--- config.mk ---
export PLATFORM = sky130hd
export DESIGN_NAME = timer_bank
export DESIGN_NICKNAME = d
export VERILOG_FILES = /design/src/rtl/timer_bank.sv
export SDC_FILE = /design/constraint.sdc
export NUM_CORES = 1
export LEC_CHECK = 0
export BUFFER_PORTS_ARGS = -buffer_cell sky130_fd_sc_hd__buf_4
export CORE_MARGIN = 2
export CORE_UTILIZATION = 55
export DETAILED_ROUTE_END_ITERATION = 10
export PLACE_DENSITY = 0.83
export SLEW_MARGIN = 0
export SYNTH_ARGS = -nofsm -noshare
export SYNTH_HDL_FRONTEND = slang
export SYNTH_SLANG_ARGS = --single-unit
--- constraint.sdc ---
create_clock -name i_clk -period 5.5 [get_ports i_clk]
set_clock_uncertainty 0.1 [all_clocks]
set_input_delay 0.275 -clock i_clk [delete_from_list [all_inputs] [get_ports i_clk]]
set_output_delay 0.275 -clock i_clk [all_outputs]
set_load 0.005 [all_outputs]
--- src/rtl/timer_bank.sv ---
// timer_bank: NUM_CH identical up-counting timer channels behind one word-addressed
// register window. Each channel has enable, one-shot, a power-of-two prescaler,
// a terminal value and a sticky flag. The global block at the top of the window
// holds the W1C status flags and the per-channel interrupt enables.
module timer_bank #(
    parameter int          NUM_CH    = 4,
    parameter int          CNT_W     = 16,
    parameter logic [13:0] BASE_ADDR = 14'h0010
) (
    input  logic              i_clk,
    input  logic              i_rstn,
    input  logic [13:0]       i_memAddr,
    input  logic [15:0]       i_memDataIn,
    input  logic              i_memWrEn,
    output logic [15:0]       o_memDataOut,
    output logic              o_hit,
    input  logic              i_smIsBooted,
    input  logic              i_smIsPaused,
    output logic [NUM_CH-1:0] o_intTMR,
    output logic              o_intAny
);
    localparam int                WIN_WORDS = 4 * (NUM_CH + 1);
    localparam logic [13:0]       END_ADDR  = BASE_ADDR + 14'(WIN_WORDS);
    localparam logic [CNT_W-1:0]  CNT_ONE   = 1;

    // Address decode: block index selects a channel (or the global block), low bits the register.
    logic [13:0] w_off;
    logic [11:0] w_blk;
    logic [1:0]  w_reg;
    logic        w_wr;
    logic        w_glb;

    assign o_hit = (i_memAddr >= BASE_ADDR) && (i_memAddr < END_ADDR);
    assign w_off = i_memAddr - BASE_ADDR;
    assign w_blk = w_off[13:2];
    assign w_reg = w_off[1:0];
    assign w_wr  = i_memWrEn && o_hit;
    assign w_glb = (w_blk == 12'(NUM_CH));

    logic [15:0]       w_ctrl_rd  [NUM_CH];
    logic [15:0]       w_count_rd [NUM_CH];
    logic [15:0]       w_max_rd   [NUM_CH];
    logic [NUM_CH-1:0] w_flag_set;

    logic [NUM_CH-1:0] r_status;
    logic [NUM_CH-1:0] r_irqen;

    genvar c;
    generate
        for (c = 0; c < NUM_CH; c++) begin : g_ch
            logic             r_en;
            logic             r_oneshot;
            logic [3:0]       r_ps;
            logic [14:0]      r_pre;
            logic [CNT_W-1:0] r_count;
            logic [CNT_W-1:0] r_max;

            logic        w_sel;
            logic        w_wr_ctrl;
            logic        w_wr_count;
            logic        w_wr_max;
            logic        w_run;
            logic [14:0] w_pre_top;
            logic        w_tick;
            logic        w_tick_eff;
            logic        w_term;

            assign w_sel      = w_wr && (w_blk == 12'(c));
            assign w_wr_ctrl  = w_sel && (w_reg == 2'd0);
            assign w_wr_count = w_sel && (w_reg == 2'd1);
            assign w_wr_max   = w_sel && (w_reg == 2'd2);

            assign w_run      = r_en && i_smIsBooted && !i_smIsPaused;
            assign w_pre_top  = 15'((16'd1 << r_ps) - 16'd1);
            assign w_tick     = w_run && (r_pre == w_pre_top);
            // A software COUNT write in the same cycle swallows the tick entirely.
            assign w_tick_eff = w_tick && !w_wr_count;
            assign w_term     = w_tick_eff && (r_count == r_max);

            // Control register; a CTRL write overrides a one-shot auto-disable in the same cycle.
            always_ff @(posedge i_clk or negedge i_rstn) begin
                if (!i_rstn) begin
                    r_en      <= 1'b0;
                    r_oneshot <= 1'b0;
                    r_ps      <= 4'd0;
                end else if (w_wr_ctrl) begin
                    r_en      <= i_memDataIn[0];
                    r_oneshot <= i_memDataIn[1];
                    r_ps      <= i_memDataIn[5:2];
                end else if (w_term && r_oneshot) begin
                    r_en      <= 1'b0;
                end
            end

            // Prescaler: counts run cycles, restarts on every CTRL write.
            always_ff @(posedge i_clk or negedge i_rstn) begin
                if (!i_rstn) begin
                    r_pre <= 15'd0;
                end else if (w_wr_ctrl) begin
                    r_pre <= 15'd0;
                end else if (w_run) begin
                    r_pre <= w_tick ? 15'd0 : (r_pre + 15'd1);
                end
            end

            // Counter: software write wins, otherwise advance or wrap to 0 at the terminal value.
            always_ff @(posedge i_clk or negedge i_rstn) begin
                if (!i_rstn) begin
                    r_count <= '0;
                end else if (w_wr_count) begin
                    r_count <= i_memDataIn[CNT_W-1:0];
                end else if (w_tick_eff) begin
                    r_count <= w_term ? '0 : (r_count + CNT_ONE);
                end
            end

            // Terminal value register.
            always_ff @(posedge i_clk or negedge i_rstn) begin
                if (!i_rstn) begin
                    r_max <= '0;
                end else if (w_wr_max) begin
                    r_max <= i_memDataIn[CNT_W-1:0];
                end
            end

            assign w_ctrl_rd[c]  = {10'd0, r_ps, r_oneshot, r_en};
            assign w_count_rd[c] = 16'(r_count);
            assign w_max_rd[c]   = 16'(r_max);
            assign w_flag_set[c] = w_term;
        end
    endgenerate

    // Sticky status with W1C; a hardware set in the same cycle beats the clear.
    always_ff @(posedge i_clk or negedge i_rstn) begin
        if (!i_rstn) begin
            r_status <= '0;
        end else if (w_wr && w_glb && (w_reg == 2'd0)) begin
            r_status <= (r_status & ~i_memDataIn[NUM_CH-1:0]) | w_flag_set;
        end else begin
            r_status <= r_status | w_flag_set;
        end
    end

    // Interrupt enable register.
    always_ff @(posedge i_clk or negedge i_rstn) begin
        if (!i_rstn) begin
            r_irqen <= '0;
        end else if (w_wr && w_glb && (w_reg == 2'd1)) begin
            r_irqen <= i_memDataIn[NUM_CH-1:0];
        end
    end

    // Flat read mux; anything unmapped or outside the window reads 0.
    always_comb begin
        o_memDataOut = 16'd0;
        if (o_hit) begin
            if (w_glb) begin
                case (w_reg)
                    2'd0:    o_memDataOut = 16'(r_status);
                    2'd1:    o_memDataOut = 16'(r_irqen);
                    default: o_memDataOut = 16'd0;
                endcase
            end else begin
                for (int i = 0; i < NUM_CH; i++) begin
                    if (w_blk == 12'(i)) begin
                        case (w_reg)
                            2'd0:    o_memDataOut = w_ctrl_rd[i];
                            2'd1:    o_memDataOut = w_count_rd[i];
                            2'd2:    o_memDataOut = w_max_rd[i];
                            default: o_memDataOut = 16'd0;
                        endcase
                    end
                end
            end
        end
    end

    assign o_intTMR = r_status & r_irqen;
    assign o_intAny = |o_intTMR;
endmodule
After elaboration in Yosys (flattened, before gate mapping). Cells that the tools add are included.

Input bits: 35. Output and inout bits: 22. Bits in registers: 220. RAM bits: 0. ROM bits: 0. Word-level logic and storage cells: 173. Latch bits: 0. Memories: 0.

Order comparisons: 2. Shift operators: 4. Bitwise operators: 5. Div/mod/pow operators: 0. Mux-type cells: 44. Reductions and logical operators: 65. $mul: 0. $add $sub $neg: 13. Equal/unequal tests: 14.

Operators with widths (count): $mux 16 (18); $pmux 16 s3 (4); $mux 15 (12); $add 16x1->16 const B (4); $eq 16x16->1 (4); $add 15x1->15 const B (4); $eq 15x15->1 (4); $shl 1x4->15 const A (4); $sub 15x1->15 const B (4); $logic_and 1x1->1 (45); $eq 12x2->1 const B (2); $reduce_bool 2->1 (12); $ge 14x5->1 const B (1); $lt 14x6->1 const B (1); $sub 14x5->14 const B (1); $eq 12x1->1 const B (1); $eq 12x3->1 const B (1); $logic_not 12->1 (1); $and 4x4->4 (2); $mux 1 (8); $or 4x4->4 (2); $pmux 4 s2 (1); $logic_not 1->1 (5); $mux 4 (1); other kinds (5) (5).

Longest topological paths before layout.
Depth in word-level cells: 11. Gate-level depth with buffers: 16. Depth with buffers taken out: 11.

Least setup slack after synthesis. OpenSTA, ideal clock, no wires.

Path kind: reg-to-reg. Start: register g_ch[2].r_ps[3]. End: register g_ch[2].r_pre[13]. Period minus slack after synthesis: 3.947 ns. Data arrival time: 3.770 ns. Library setup time: 0.077 ns. Cell stages (with the launch flop): 15. Path buffers: 5. Setup slack: 1.553 ns. Required time: 5.323 ns. Path through: dfrtp_1 > buf_6 > buf_6 > clkbuf_1 > or4b_2 > ha_1 > buf_2 > or4b_2 > a21oi_1 > a2111oi_0 > o31ai_1 > nor3_1 > buf_2 > or4_1 > a21oi_1.

Longest elaborated chain between the ends: 7.

RTL lines: from (decl) (RTL line 53) `logic [3:0] r_ps;`; from (signal assigned) (RTL line 89) `r_ps <= i_memDataIn[5:2];`; $shl 1x4->15 (RTL line 74) `assign w_pre_top = 15'((16'd1 << r_ps) - 16'd1);`; $sub 15x1->15 (RTL line 74); $eq 15x15->1 (RTL line 75) `assign w_tick = w_run && (r_pre == w_pre_top);`; $logic_and 1x1->1 (RTL line 75); $mux 15 (RTL line 102) `r_pre <= w_tick ? 15'd0 : (r_pre + 15'd1);`; $mux 15 (RTL line 101) `end else if (w_run) begin`; $mux 15 (RTL line 99) `end else if (w_wr_ctrl) begin`; to (signal assigned) (RTL line 102); to (decl) (RTL line 54) `logic [14:0] r_pre;`.

No other way between the ends. The select of a mux whose other input is x is not followed. A chain may end at the register's enable or synchronous reset.

Worst setup path in the final report.
Start: register g_ch[2].r_ps[3]. End: register g_ch[2].r_en.

Longest elaborated chain between the ends: 8.

RTL lines: $shl 1x4->15 (RTL line 74); $sub 15x1->15 (RTL line 74); $eq 15x15->1 (RTL line 75); $logic_and 1x1->1 (RTL line 75); $logic_and 1x1->1 (RTL line 77) `assign w_tick_eff = w_tick && !w_wr_count;`; $logic_and 1x1->1 (RTL line 78) `assign w_term = w_tick_eff && (r_count == r_max);`; $logic_and 1x1->1 (RTL line 90) `end else if (w_term && r_oneshot) begin`; $reduce_bool 2->1 (no line); to (signal assigned) (RTL line 87) `r_en <= i_memDataIn[0];`; to (decl) (RTL line 51) `logic r_en;`.

No other way between the ends.

==> results.md <==
* Status: completed
* ANT nets after route at 0
* R2R depth at 8
* Fin Setup TNS at 0 ps
* Max incr delay on CP at 1090 ps
* Tightest Pin Transition at 1365 ps
* Post-detail-place hpwl at 31780 µm
* Delay-heaviest family, CP: simple AND/OR/NAND/NOR gates
* Flop-to-flop setup slack at 800 ps
* TritonCTS clock tree: yes
* H-tree Lvls at 1
* Largest net degree at the start of global routing at 116
* WP depth at 8
* Multiplexer share of the synthesized area at 0.08428
* Setup CP Type: register to register
* Die height at 173.5 µm
* Synth top area cells: dfrtp_1 (35%), mux2_2 (5.8%), xnor2_1 (4.3%)
* Gate Count Post-Synth at 1817
* R2r endpoint: g_ch[2].r_en
* Crit path max-delay cell type: nor3_2
* Initial Util at 0.5548
* Post-synth ARST share at 1.000
* Sequential-to-total area share from yosys stat at 0.3485
* Area share of fa/ha/maj cells after synthesis at 0.009505
* Post-Place Cells at 2117
* Hold Crit Class: input pin to register
* Max Slew Vio Count at 0
* Static leakage at 6.990 nW
* Worst setup SP type: register
* Yosys cell types at 87
* # DRC at 0
* Start point of the worst hold path: i_memDataIn[11]
* Number of gates resized after cts at 0
* Post-synthesis compound-gate area fraction at 0.2026
* Largest family of logic cells by synthesized area: simple AND/OR/NAND/NOR gates
* Hold Path Cell Cnt at 3
* Top Ports at 57
* Finish-stage setup viols at 0
* Max Root-Sink Buffers at 3
* Via density at 6.837
* RSZ-0062 raised after global routing: false
* Min Clock Period, post-route at 4696 ps
* Clock sink count at 220
* Total of max-cap violations at 0
* Final period util at 0.8539
* Worst R2R Start: g_ch[2].r_ps[3]
* Fillers at 2405
* Die width at 173.5 µm
* CP arrival at 5010 ps
* DR iter-0 viols at 2029
* # diodes at 0
* Core area at 28470 µm²
* Top FF cell, synth: dfrtp_1
* Avg Cell Area, Syn at 8.694 µm²
* Post-synthesis xor/xnor area fraction at 0.06376
* CP Buf/Inv Count at 0
* Vias at 14.82k
* Hold endpoint: g_ch[1].r_count[11]
* Syn nets at 1864
* Nets at 1811
* Final GP Congestion at 0.9569
* Post-Layout Cell Count at 2167
* CP startpoint: g_ch[2].r_ps[3]
* Total congestion overflow at 0
* Commonest non-fill, non-tap cell in the layout: dfrtp_1
* Worst skew pair latency at 540 ps
* Die area at 30090 µm²
* DR WL/cell at 21.84 µm
* Share of layout cells above drive strength 1 at 0.1430
* Fin. Hold Viols at 0
* Layout area overhead at 8.221%
* Final WL at 47320 µm
* Clk pin slew, worst setup/hold paths at 60 ps
* Crit path max fanout at 28
* Vias in the first global route at 13.99k
* Synth warn at 0
* Post-synth top area cell: dfrtp_1
* CP dominant cell by count: or4b_2
* PwrDens at 214.6 nW/µm²
* First-pass DRT Iterations at 6
* Post-synthesis simple-gate area fraction at 0.2395
* CTS buffer count at 26
* Slew margin rel. at 0.08476
* Critical Path, Cell by Cell: or4b_2 -> ha_1 -> or4b_2 -> a21oi_1 -> o31ai_1 -> nor3_2 -> nand3_1 -> a22o_1
* PortBufs at 56
* EDFF count, synth at 0
* Synthesized area at 15800 µm²
* FP Rows at 62
* Top cell type's share of synthesized area at 0.3485
* Achievable Freq at 0.2129 GHz
* Synth Register Bits at 220
* First-pass GRT wire length at 75200 µm
* Root buffer cell: clkbuf_16
* Most frequent cells in the layout: dfrtp_1 (220), nand2_1 (161), nor2_1 (136), mux2_2 (82)
* Global Route Usage Sum at 0.3059
* WP data required at 5810 ps
* Worst Setup End Kind: register
* Initial antenna violation count at 1
* Max VDD drop at 0.1972 mV
==> Yosys cell counts, types with 12 or more instances <==
master and number:
or3_1 21, nor2b_1 30, dfrtp_1 220, or2_2 17, nor2_1 136, and3_1 29, a211oi_1 20, and2_1 24
nand4_1 27, a32oi_1 21, o21a_1 14, a21o_1 25, nand2b_1 27, or4_1 19, nand2_1 161, xor2_1 38
nand3_1 76, o211ai_1 27, mux2_2 82, o41ai_1 14, mux2i_1 34, nor4_1 38, nor3_1 37, a22oi_1 22
xnor2_1 77, a21oi_1 77, a31oi_1 18, buf_2 26, a221oi_1 22, clkbuf_1 114, inv_1 32, ha_1 12
o21ai_0 75, buf_1 13
==> worst max-delay path by stage <==
stage	slack, ps	endpoint
3_3_place_gp	1200	g_ch[2].r_count[15]
6_report	800	g_ch[2].r_en
5_1_grt	480	g_ch[0].r_count[11]
4_1_cts	940	g_ch[2].r_en
2_1_floorplan	1550	g_ch[2].r_pre[13]
3_5_place_dp	1000	g_ch[2].r_en
==> metal layers <==
metal / vias up / global-route usage / share of wire
met5: - / 0 / 0
met4: 0 / 0.1208 / 0.041
met3: 156 / 0.05482 / 0.11
met2: 805 / 0.4767 / 0.45
met1: 7222 / 0.4245 / 0.40
li1: 6632 / - / -
==> worst reg2reg max path: cells and delay by family (launching register included) <==
kind / cells / cell delay, ps
fa+ha+maj: 1 / 440
compound gates: 3 / 550
simple gates: 4 / 2820
flops: 1 / 670
==> what timing repair did <==
item / CTS / global route
hold buffers: 3 / 0
hold endpoints to repair: 108 / 0
setup buffers: 0 / 0
==> cell type report <==
| cell class | count | area (µm²) | share of cell area |
|---|---|---|---|
| Multi-Input combinational cell | 1403 | 9505 | 0.5560 |
| Sequential cell | 220 | 5505 | 0.3220 |
| Clock buffer | 36 | 759.5 | 0.04443 |
| Timing Repair Buffer | 81 | 635.6 | 0.03718 |
| Tap cell | 384 | 480.5 | 0.02811 |
| Inverter | 32 | 120.1 | 0.007026 |
| Clock inverter | 11 | 88.84 | 0.005197 |
==> registers in the layout (all words and copies together) (netlist names) <==
name	cells
g_ch.r_count	64
g_ch.r_max	64
g_ch.r_pre	60
g_ch.r_ps	16
g_ch.r_en	4
g_ch.r_oneshot	4
r_irqen	4
r_status	4
==> cell families after synthesis <==
group / count (synthesis)
mux: 119
xor+xnor: 115
fa+ha+maj: 12
compound gates: 447
simple gates: 710
flops: 220
buf+inv: 194
==> power by group <==
part           internal (W)  leakage, nW  total (W)  switching [W]
clock network       0.00101        0.420    0.00172       0.000711
registers           0.00164         2.88    0.00167      0.0000296
logic             0.0000896         3.69   0.000281       0.000191
==> through the flow <==
stage               setup WS, ps  cell area [µm²]    util  hold WS [ps]  power [W]
floorplan                   1553            15800       -        -120.6   0.001841
global placement            1198            16220  0.5696         272.3   0.001962
detailed placement         999.1            16220  0.5696         282.8   0.001969
CTS                        939.8            17100  0.6005        0.6264   0.003676
global route               476.4            17100  0.6005         15.07   0.003774
finish                     803.6            17100  0.6005         15.46   0.003669
No activity file was read; power rests on OpenSTA's default activity.
